===== src/rtl/cround_sat_pkg.sv =====
// Shared fixed-point configuration for the complex requantizer (cround_sat).
// Holds the default component widths, the default per-stage shift and the statistics counter width.
package cround_sat_pkg;

    localparam int TOTAL_WIDTH     = 16;
    localparam int ADD_WIDTH       = 17;
    localparam int QFT_STAGE_SHIFT = 1;
    localparam int SAT_CNT_W       = 16;

endpackage


===== src/rtl/round_sat_lane.sv =====
// One component lane of the requantizer: a round-half-up pre-add (stage 1 input side)
// and an arithmetic shift with saturation (stage 2 input side). Purely combinational.
module round_sat_lane
    import cround_sat_pkg::*;
#(
    parameter int IN_W  = ADD_WIDTH,
    parameter int OUT_W = TOTAL_WIDTH,
    parameter int SHIFT = QFT_STAGE_SHIFT
) (
    input  logic signed [IN_W-1:0]  din,
    output logic signed [IN_W:0]    rnd,
    input  logic signed [IN_W:0]    r,
    output logic signed [OUT_W-1:0] q,
    output logic                    clip
);

    localparam int RW  = IN_W + 1;
    localparam int EW  = ((RW > OUT_W) ? RW : OUT_W) + 1;
    localparam int RSH = (SHIFT > 0) ? SHIFT - 1 : 0;

    // Half an output LSB; zero when there is no shift so nothing is rounded.
    localparam logic signed [RW-1:0] HALF = (SHIFT > 0) ? (RW'(1) <<< RSH) : '0;
    localparam logic signed [EW-1:0] MAXV = (EW'(1) <<< (OUT_W - 1)) - EW'(1);
    localparam logic signed [EW-1:0] MINV = -(EW'(1) <<< (OUT_W - 1));

    function automatic logic signed [RW-1:0] round_add(input logic signed [IN_W-1:0] x);
        logic signed [RW-1:0] xe;
        xe = {x[IN_W-1], x};
        return xe + HALF;
    endfunction

    // Returns {clip, value}; compared in a width that holds both ranges.
    function automatic logic [OUT_W:0] saturate(input logic signed [RW-1:0] x);
        logic signed [EW-1:0] xe;
        xe = {{(EW - RW){x[RW-1]}}, x};
        xe = xe >>> SHIFT;
        if (xe > MAXV) begin
            return {1'b1, MAXV[OUT_W-1:0]};
        end else if (xe < MINV) begin
            return {1'b1, MINV[OUT_W-1:0]};
        end
        return {1'b0, xe[OUT_W-1:0]};
    endfunction

    always_comb begin
        rnd       = round_add(din);
        {clip, q} = saturate(r);
    end

endmodule


===== src/rtl/cround_sat.sv =====
// Complex requantizer: round-half-up, arithmetic right shift by SHIFT, saturate to OUT_W,
// in an elastic 2-stage valid/ready pipeline. Define CROUND_SAT_STATS_EN for the saturation counter.
module cround_sat
    import cround_sat_pkg::*;
#(
    parameter int IN_W  = ADD_WIDTH,
    parameter int OUT_W = TOTAL_WIDTH,
    parameter int SHIFT = QFT_STAGE_SHIFT
) (
    input  logic                     clk,
    input  logic                     rst,
    input  logic                     in_valid,
    output logic                     in_ready,
    input  logic signed [IN_W-1:0]   in_re,
    input  logic signed [IN_W-1:0]   in_im,
    output logic                     out_valid,
    input  logic                     out_ready,
    output logic signed [OUT_W-1:0]  out_re,
    output logic signed [OUT_W-1:0]  out_im,
    output logic                     out_sat,
    input  logic                     sat_clr,
    output logic [SAT_CNT_W-1:0]     sat_count
);

    localparam int RW = IN_W + 1;

    logic                    vld_p1;
    logic signed [RW-1:0]    re_p1, im_p1;
    logic signed [RW-1:0]    re_rnd, im_rnd;
    logic signed [OUT_W-1:0] re_sat, im_sat;
    logic                    clip_re, clip_im;
    logic                    s1_load, s2_load;

    assign s2_load  = !out_valid || out_ready;
    assign s1_load  = !vld_p1 || s2_load;
    assign in_ready = s1_load;

    round_sat_lane #(.IN_W(IN_W), .OUT_W(OUT_W), .SHIFT(SHIFT)) u_lane_re (
        .din  (in_re),
        .rnd  (re_rnd),
        .r    (re_p1),
        .q    (re_sat),
        .clip (clip_re)
    );

    round_sat_lane #(.IN_W(IN_W), .OUT_W(OUT_W), .SHIFT(SHIFT)) u_lane_im (
        .din  (in_im),
        .rnd  (im_rnd),
        .r    (im_p1),
        .q    (im_sat),
        .clip (clip_im)
    );

    // ---- stage 1: rounded, widened sample ----
    always_ff @(posedge clk or posedge rst) begin
        if (rst) begin
            vld_p1 <= 1'b0;
        end else if (s1_load) begin
            vld_p1 <= in_valid;
        end
    end

    always_ff @(posedge clk) begin
        if (s1_load && in_valid) begin
            re_p1 <= re_rnd;
            im_p1 <= im_rnd;
        end
    end

    // ---- stage 2: shifted, saturated output register ----
    always_ff @(posedge clk or posedge rst) begin
        if (rst) begin
            out_valid <= 1'b0;
            out_re    <= '0;
            out_im    <= '0;
            out_sat   <= 1'b0;
        end else if (s2_load) begin
            out_valid <= vld_p1;
            if (vld_p1) begin
                out_re  <= re_sat;
                out_im  <= im_sat;
                out_sat <= clip_re | clip_im;
            end
        end
    end

`ifdef CROUND_SAT_STATS_EN
    localparam logic [SAT_CNT_W-1:0] CNT_MAX = '1;

    // Clear wins over increment; the count sticks at all-ones instead of wrapping.
    always_ff @(posedge clk or posedge rst) begin
        if (rst) begin
            sat_count <= '0;
        end else if (sat_clr) begin
            sat_count <= '0;
        end else if (out_valid && out_ready && out_sat && (sat_count != CNT_MAX)) begin
            sat_count <= sat_count + 1'b1;
        end
    end
`else
    assign sat_count = {SAT_CNT_W{sat_clr & 1'b0}};
`endif

endmodule

===== config.mk =====
export PLATFORM = sky130hd
export DESIGN_NAME = cround_sat
export DESIGN_NICKNAME = d
export VERILOG_FILES = /design/src/rtl/cround_sat_pkg.sv /design/src/rtl/round_sat_lane.sv /design/src/rtl/cround_sat.sv
export SDC_FILE = /design/constraint.sdc
export NUM_CORES = 1
export LEC_CHECK = 0
export CAP_MARGIN = 25
export CORE_MARGIN = 2
export CORE_UTILIZATION = 40
export DETAILED_ROUTE_END_ITERATION = 6
export HOLD_SLACK_MARGIN = 0.1
export PLACE_DENSITY = 0.72
export SLEW_MARGIN = 25
export SYNTH_ARGS = -nofsm -noshare
export SYNTH_HDL_FRONTEND = slang
export SYNTH_HIERARCHICAL = 1
export SYNTH_SLANG_ARGS = --single-unit

===== constraint.sdc =====
create_clock -name clk -period 5.6 [get_ports clk]
set_clock_uncertainty 0.1 [all_clocks]
set_input_delay 1.68 -clock clk [delete_from_list [all_inputs] [get_ports clk]]
set_output_delay 1.68 -clock clk [all_outputs]
set_load 0.05 [all_outputs]

==> results of run 1 <==
## worst max-delay path, cell delays in order
cell	delay (ns)
clkdlybuf4s50_1	0.48
nand3b_1	0.14
clkdlybuf4s50_1	0.81
## registers in the layout, summed over array words and instances, names as in the netlist
register   count
im_p1         17
re_p1         17
out_im        16
out_re        16
out_sat        1
out_valid      1
vld_p1         1
## power groups by stage
stage                     clock (mW)  sequential, mW  combinational [mW]
final                          0.446           0.657               0.506
after global routing           0.475           0.667               0.528
after CTS                      0.452           0.657               0.509
after detailed placement           0           0.667               0.508
after global placement             0           0.665               0.500
after floorplan                    0           0.830               0.182
## area by class of cell
| type | count | area [um2] |
|---|---|---|
| clock buffers | 9 | 123.9 |
| fillers | 731 | 4187 |
| repair buffers | 74 | 735.7 |
| multi-input cells | 231 | 1598 |
| clock inverters | 7 | 96.34 |
| well taps | 108 | 135.1 |
| inverters | 9 | 33.78 |
| flip-flops and latches | 69 | 1897 |
## layer usage
metal	track usage, %	routed length [um]	vias to the layer above
met2	21.67	3147	77
met5	0	0	-
met3	3.654	366	11
met4	7.060	171	0
met1	19.45	3212	1132
li1	-	-	1234
## stage by stage
stage | utilization, % | cell area (um2) | cells
after global placement | 49.96 | 4399 | 491
after CTS | 52.46 | 4619 | 507
after detailed placement | 49.96 | 4399 | 491
after floorplan | - | 3720 | 338
after global routing | 52.46 | 4619 | 507
final | 52.46 | 4619 | 507
## final timing paths
path	slack, ns	start	to	depth (start not counted)
max	0.71	out_ready	in_ready	3
min	0.41	out_im[11]	out_im[11]	1
max reg2reg	3.98	re_p1[16]	out_re[8]	3
min reg2reg	0.41	out_im[11]	out_im[11]	1
max in group asynchronous	3.47	rst	out_im[13]	3
min in group asynchronous	1.62	rst	out_re[13]	3
==> key figures, run 1 <==
Clock network
  – Cts bufs inserted: 9
  – Skew-Pair Late Insertion Delay: 0.34 ns
  – Setup bufs post-CTS: 0
  – Sink Count: 69
  – Resize count post-CTS: 0
  – CTS tree: done
  – Hold-fix buffers, CTS: 0
  – H-tree depth: 3
  – CTS root buffer: clkbuf_8
  – Clk pin slew, worst setup/hold paths: 0.07 ns
  – Clock buffer depth: 2

Power
  – Peak supply drop: 0.1490 mV
  – Switching Fraction: 34.17%
  – Clock Power Share: 27.7%
  – Power Total: 1.608 mW
  – Leak Pwr: 1.890 nW
  – Cell Int Power: 1.058 mW
  – Seq pwr share: 40.8%
  – P per Cell Area: 348.1 nW/um2
  – Switching power: 549.4 uW
  – Combinational share of power: 31.4%

Route
  – DR vias/cell: 4.840
  – Remaining DRCs: 0
  – WL per Instance: 13.61 um
  – Initial DRC Count: 123
  – DRT Pass-1 Iters: 4
  – Final ANT Viol Nets: 0
  – Post-Route WL: 6.898 mm
  – DR vias: 2,454

STA
  – RSZ-0062 raised after global routing: no
  – Finish-stage setup viols: 0
  – Hold_ws: 0.4063 ns
  – Final slew viol count: 0
  – Period Utilization, post-route: 87.34%
  – TNS Setup: 0 ns
  – Worst rel slew slack: 41.16%
  – Final Hold Fails: 0
  – Final setup margin: 0.7088 ns
  – Tmin final: 4.891 ns
  – Slew @ Worst Pin: 0.8827 ns
  – Fmax: 204.4 MHz

GRT
  – First-pass GRT wire length: 11.15 mm
  – GR Overflow Total: 0
  – Gr usage total: 14.41%
  – Initial antenna violation count: 0
  – Largest net degree at the start of global routing: 36
  – Vias in the first global route: 2,324

Worst setup path
  – Critical Path Fanout Max: 3
  – CP Capture Type: output port
  – WP data required: 3.82 ns
  – Data arrival time of the worst path: 3.11 ns
  – Crit Path Category: in2out
  – Worst setup SP type: input pin

Flow run
  – Max-cap violations: 0

Synthesis
  – Ys Warns: 6
  – Mapped Area: 3664 um2
  – Synth Area per Inst: 11.34 um2
  – Synth Instances: 323

Min path
  – HP Class: reg2reg

Layout
  – Final #Nets: 435
  – Ant. Diodes: 0
  – Area Growth Syn to Fin: 26.09%
  – Commonest non-fill, non-tap cell in the layout: clkdlybuf4s50_1
  – Most frequent cells in the layout: clkdlybuf4s50_1, nand2_1, nor2_1
  – Layout cells sized above 1: 14.29%

Die
  – Core area: 8806 um2
  – Die area: 9940 um2
  – Row count: 34
  – Die H: 99.70 um
  – Die X: 99.70 um
  – Initial Utilization: 41.60%
  – # IOs: 90

Placement
  – Pre-CTS setup slack: 0.7183 ns
  – Post-DP HPWL: 5.047 mm
  – Number of I/O port buffers: 72
  – GP Congestion: 0.7946

Status
  – Run status: complete, no violations
No activity file was read; power rests on OpenSTA's default activity.
==> inputs of run 2 (changes only) <==
--- a/config.mk
+++ b/config.mk
@@ -6,6 +6,7 @@
 export NUM_CORES = 1
 export LEC_CHECK = 0
 export CAP_MARGIN = 25
+export CORE_ASPECT_RATIO = 0.7
 export CORE_MARGIN = 2
 export CORE_UTILIZATION = 40
 export DETAILED_ROUTE_END_ITERATION = 6
==> key figures, run 2 (synthesized netlist as in run 1, its figures left out) <==
GRT
  – First-pass GRT wire length: 11.84 mm
  – Initial antenna violation count: 0
  – GR Overflow Total: 0
  – Largest net degree at the start of global routing: 36
  – Gr usage total: 15.09%
  – Vias in the first global route: 2,388

Clock network
  – CTS root buffer: clkbuf_16
  – Resize count post-CTS: 0
  – Clock buffer depth: 2
  – Sink Count: 69
  – Hold-fix buffers, CTS: 0
  – CTS tree: done
  – Cts bufs inserted: 9
  – Skew-Pair Late Insertion Delay: 0.32 ns
  – Setup bufs post-CTS: 0
  – Clk pin slew, worst setup/hold paths: 0.05 ns
  – H-tree depth: 3

Die
  – # IOs: 90
  – Initial Utilization: 40.71%
  – Die area: 9953 um2
  – Die X: 118.4 um
  – Die H: 84.07 um
  – Row count: 29
  – Core area: 8999 um2

STA
  – Slew @ Worst Pin: 0.9534 ns
  – Final Hold Fails: 0
  – TNS Setup: 0 ns
  – Final setup margin: 0.6938 ns
  – RSZ-0062 raised after global routing: no
  – Period Utilization, post-route: 87.61%
  – Final slew viol count: 0
  – Fmax: 203.8 MHz
  – Finish-stage setup viols: 0
  – Hold_ws: 0.4057 ns
  – Tmin final: 4.906 ns
  – Worst rel slew slack: 36.44%

Layout
  – Commonest non-fill, non-tap cell in the layout: clkdlybuf4s50_1
  – Reg area: 1897 um2
  – Ant. Diodes: 0
  – Area of the multi-input gates: 1598 um2
  – Most frequent cells in the layout: clkdlybuf4s50_1, nand2_1, nor2_1
  – Filler cells: 793
  – Layout cells sized above 1: 13.53%
  – Final #Nets: 435
  – Area Growth Syn to Fin: 27.83%
  – Cell area after layout: 4683 um2
  – Largest registers: im_p1 x17, re_p1 x17

Min path
  – Worst hold path stage count: 1
  – Hold path start: out_re[14]
  – Hold-critical path endpoint: out_re[14]
  – HP Class: reg2reg

Flow run
  – Max-cap violations: 0

Power
  – Leak Pwr: 1.916 nW
  – Peak supply drop: 0.1544 mV
  – P per Cell Area: 355.0 nW/um2
  – Power Total: 1.662 mW

Worst setup path
  – R2r startpoint: im_p1[16]
  – CP Capture Type: output port
  – Data arrival time of the worst path: 3.13 ns
  – Worst r2r path cells: 3
  – WP data required: 3.82 ns
  – Critical Path Fanout Max: 3
  – R2R Path End: out_im[5]
  – Worst setup SP type: input pin
  – Crit Path Category: in2out
  – R2R Setup Slk: 3.96 ns

Route
  – DR vias/cell: 4.807
  – WL per Instance: 13.98 um
  – Remaining DRCs: 0
  – DR vias: 2,514
  – Final ANT Viol Nets: 0
  – Post-Route WL: 7.314 mm
  – Initial DRC Count: 170
  – DRT Pass-1 Iters: 4

Placement
  – Pre-CTS setup slack: 0.6946 ns
  – Number of I/O port buffers: 72
  – Post-DP HPWL: 5.330 mm
  – GP Congestion: 0.7744
  – Post-DP Area: 4419 um2

Status
  – Run status: complete, no violations
## run 2: cell types whose count changed in the layout (fill, tap and decap cells not counted), sizes merged
cell	delta
clkinvlp	-2
bufinv	-2
clkbuf	+5
clkinv	+1
inv	-2
## run 2: worst max-delay path by stage
stage | startpoint | endpoint | slack [ns] | depth (start not counted)
detailed placement | out_ready | in_ready | 0.69 | 3
global placement | out_ready | in_ready | 0.72 | 3
finish | out_ready | in_ready | 0.69 | 3
floorplan | out_ready | in_ready | 1.66 | 1
CTS | out_ready | in_ready | 0.69 | 3
global route | out_ready | in_ready | 0.62 | 3
## run 2: where the power goes
part	internal [mW]	switching, mW	leakage [nW]
registers	0.607	0.0521	0.727
clock network	0.310	0.185	0.131
logic	0.201	0.306	1.06
total	1.12	0.544	1.92
## run 2: critical path, stage by stage
cell             delay, ns
clkdlybuf4s50_1       0.48
nand3b_1              0.15
clkdlybuf4s50_1       0.82
## run 2: cell type report
type | count | area share [%]
flip-flops and latches | 69 | 40.50
inverters | 9 | 0.7213
clock buffers | 14 | 5.423
repair buffers | 74 | 15.71
multi-input cells | 231 | 34.12
well taps | 124 | 3.313
clock inverters | 2 | 0.2137
## run 2: metal layers
| metal | wire [um] | track usage (%) |
|---|---|---|
| met5 | 0 | 0 |
| met3 | 387 | 3.552 |
| met2 | 3439 | 24.28 |
| met1 | 3425 | 20.25 |
| met4 | 61 | 4.870 |
## run 2: through the flow
step	instances	util (%)
after global placement	507	49.11
after CTS	523	52.04
after global routing	523	52.04
after detailed placement	507	49.11
after floorplan	338	-
final	523	52.04
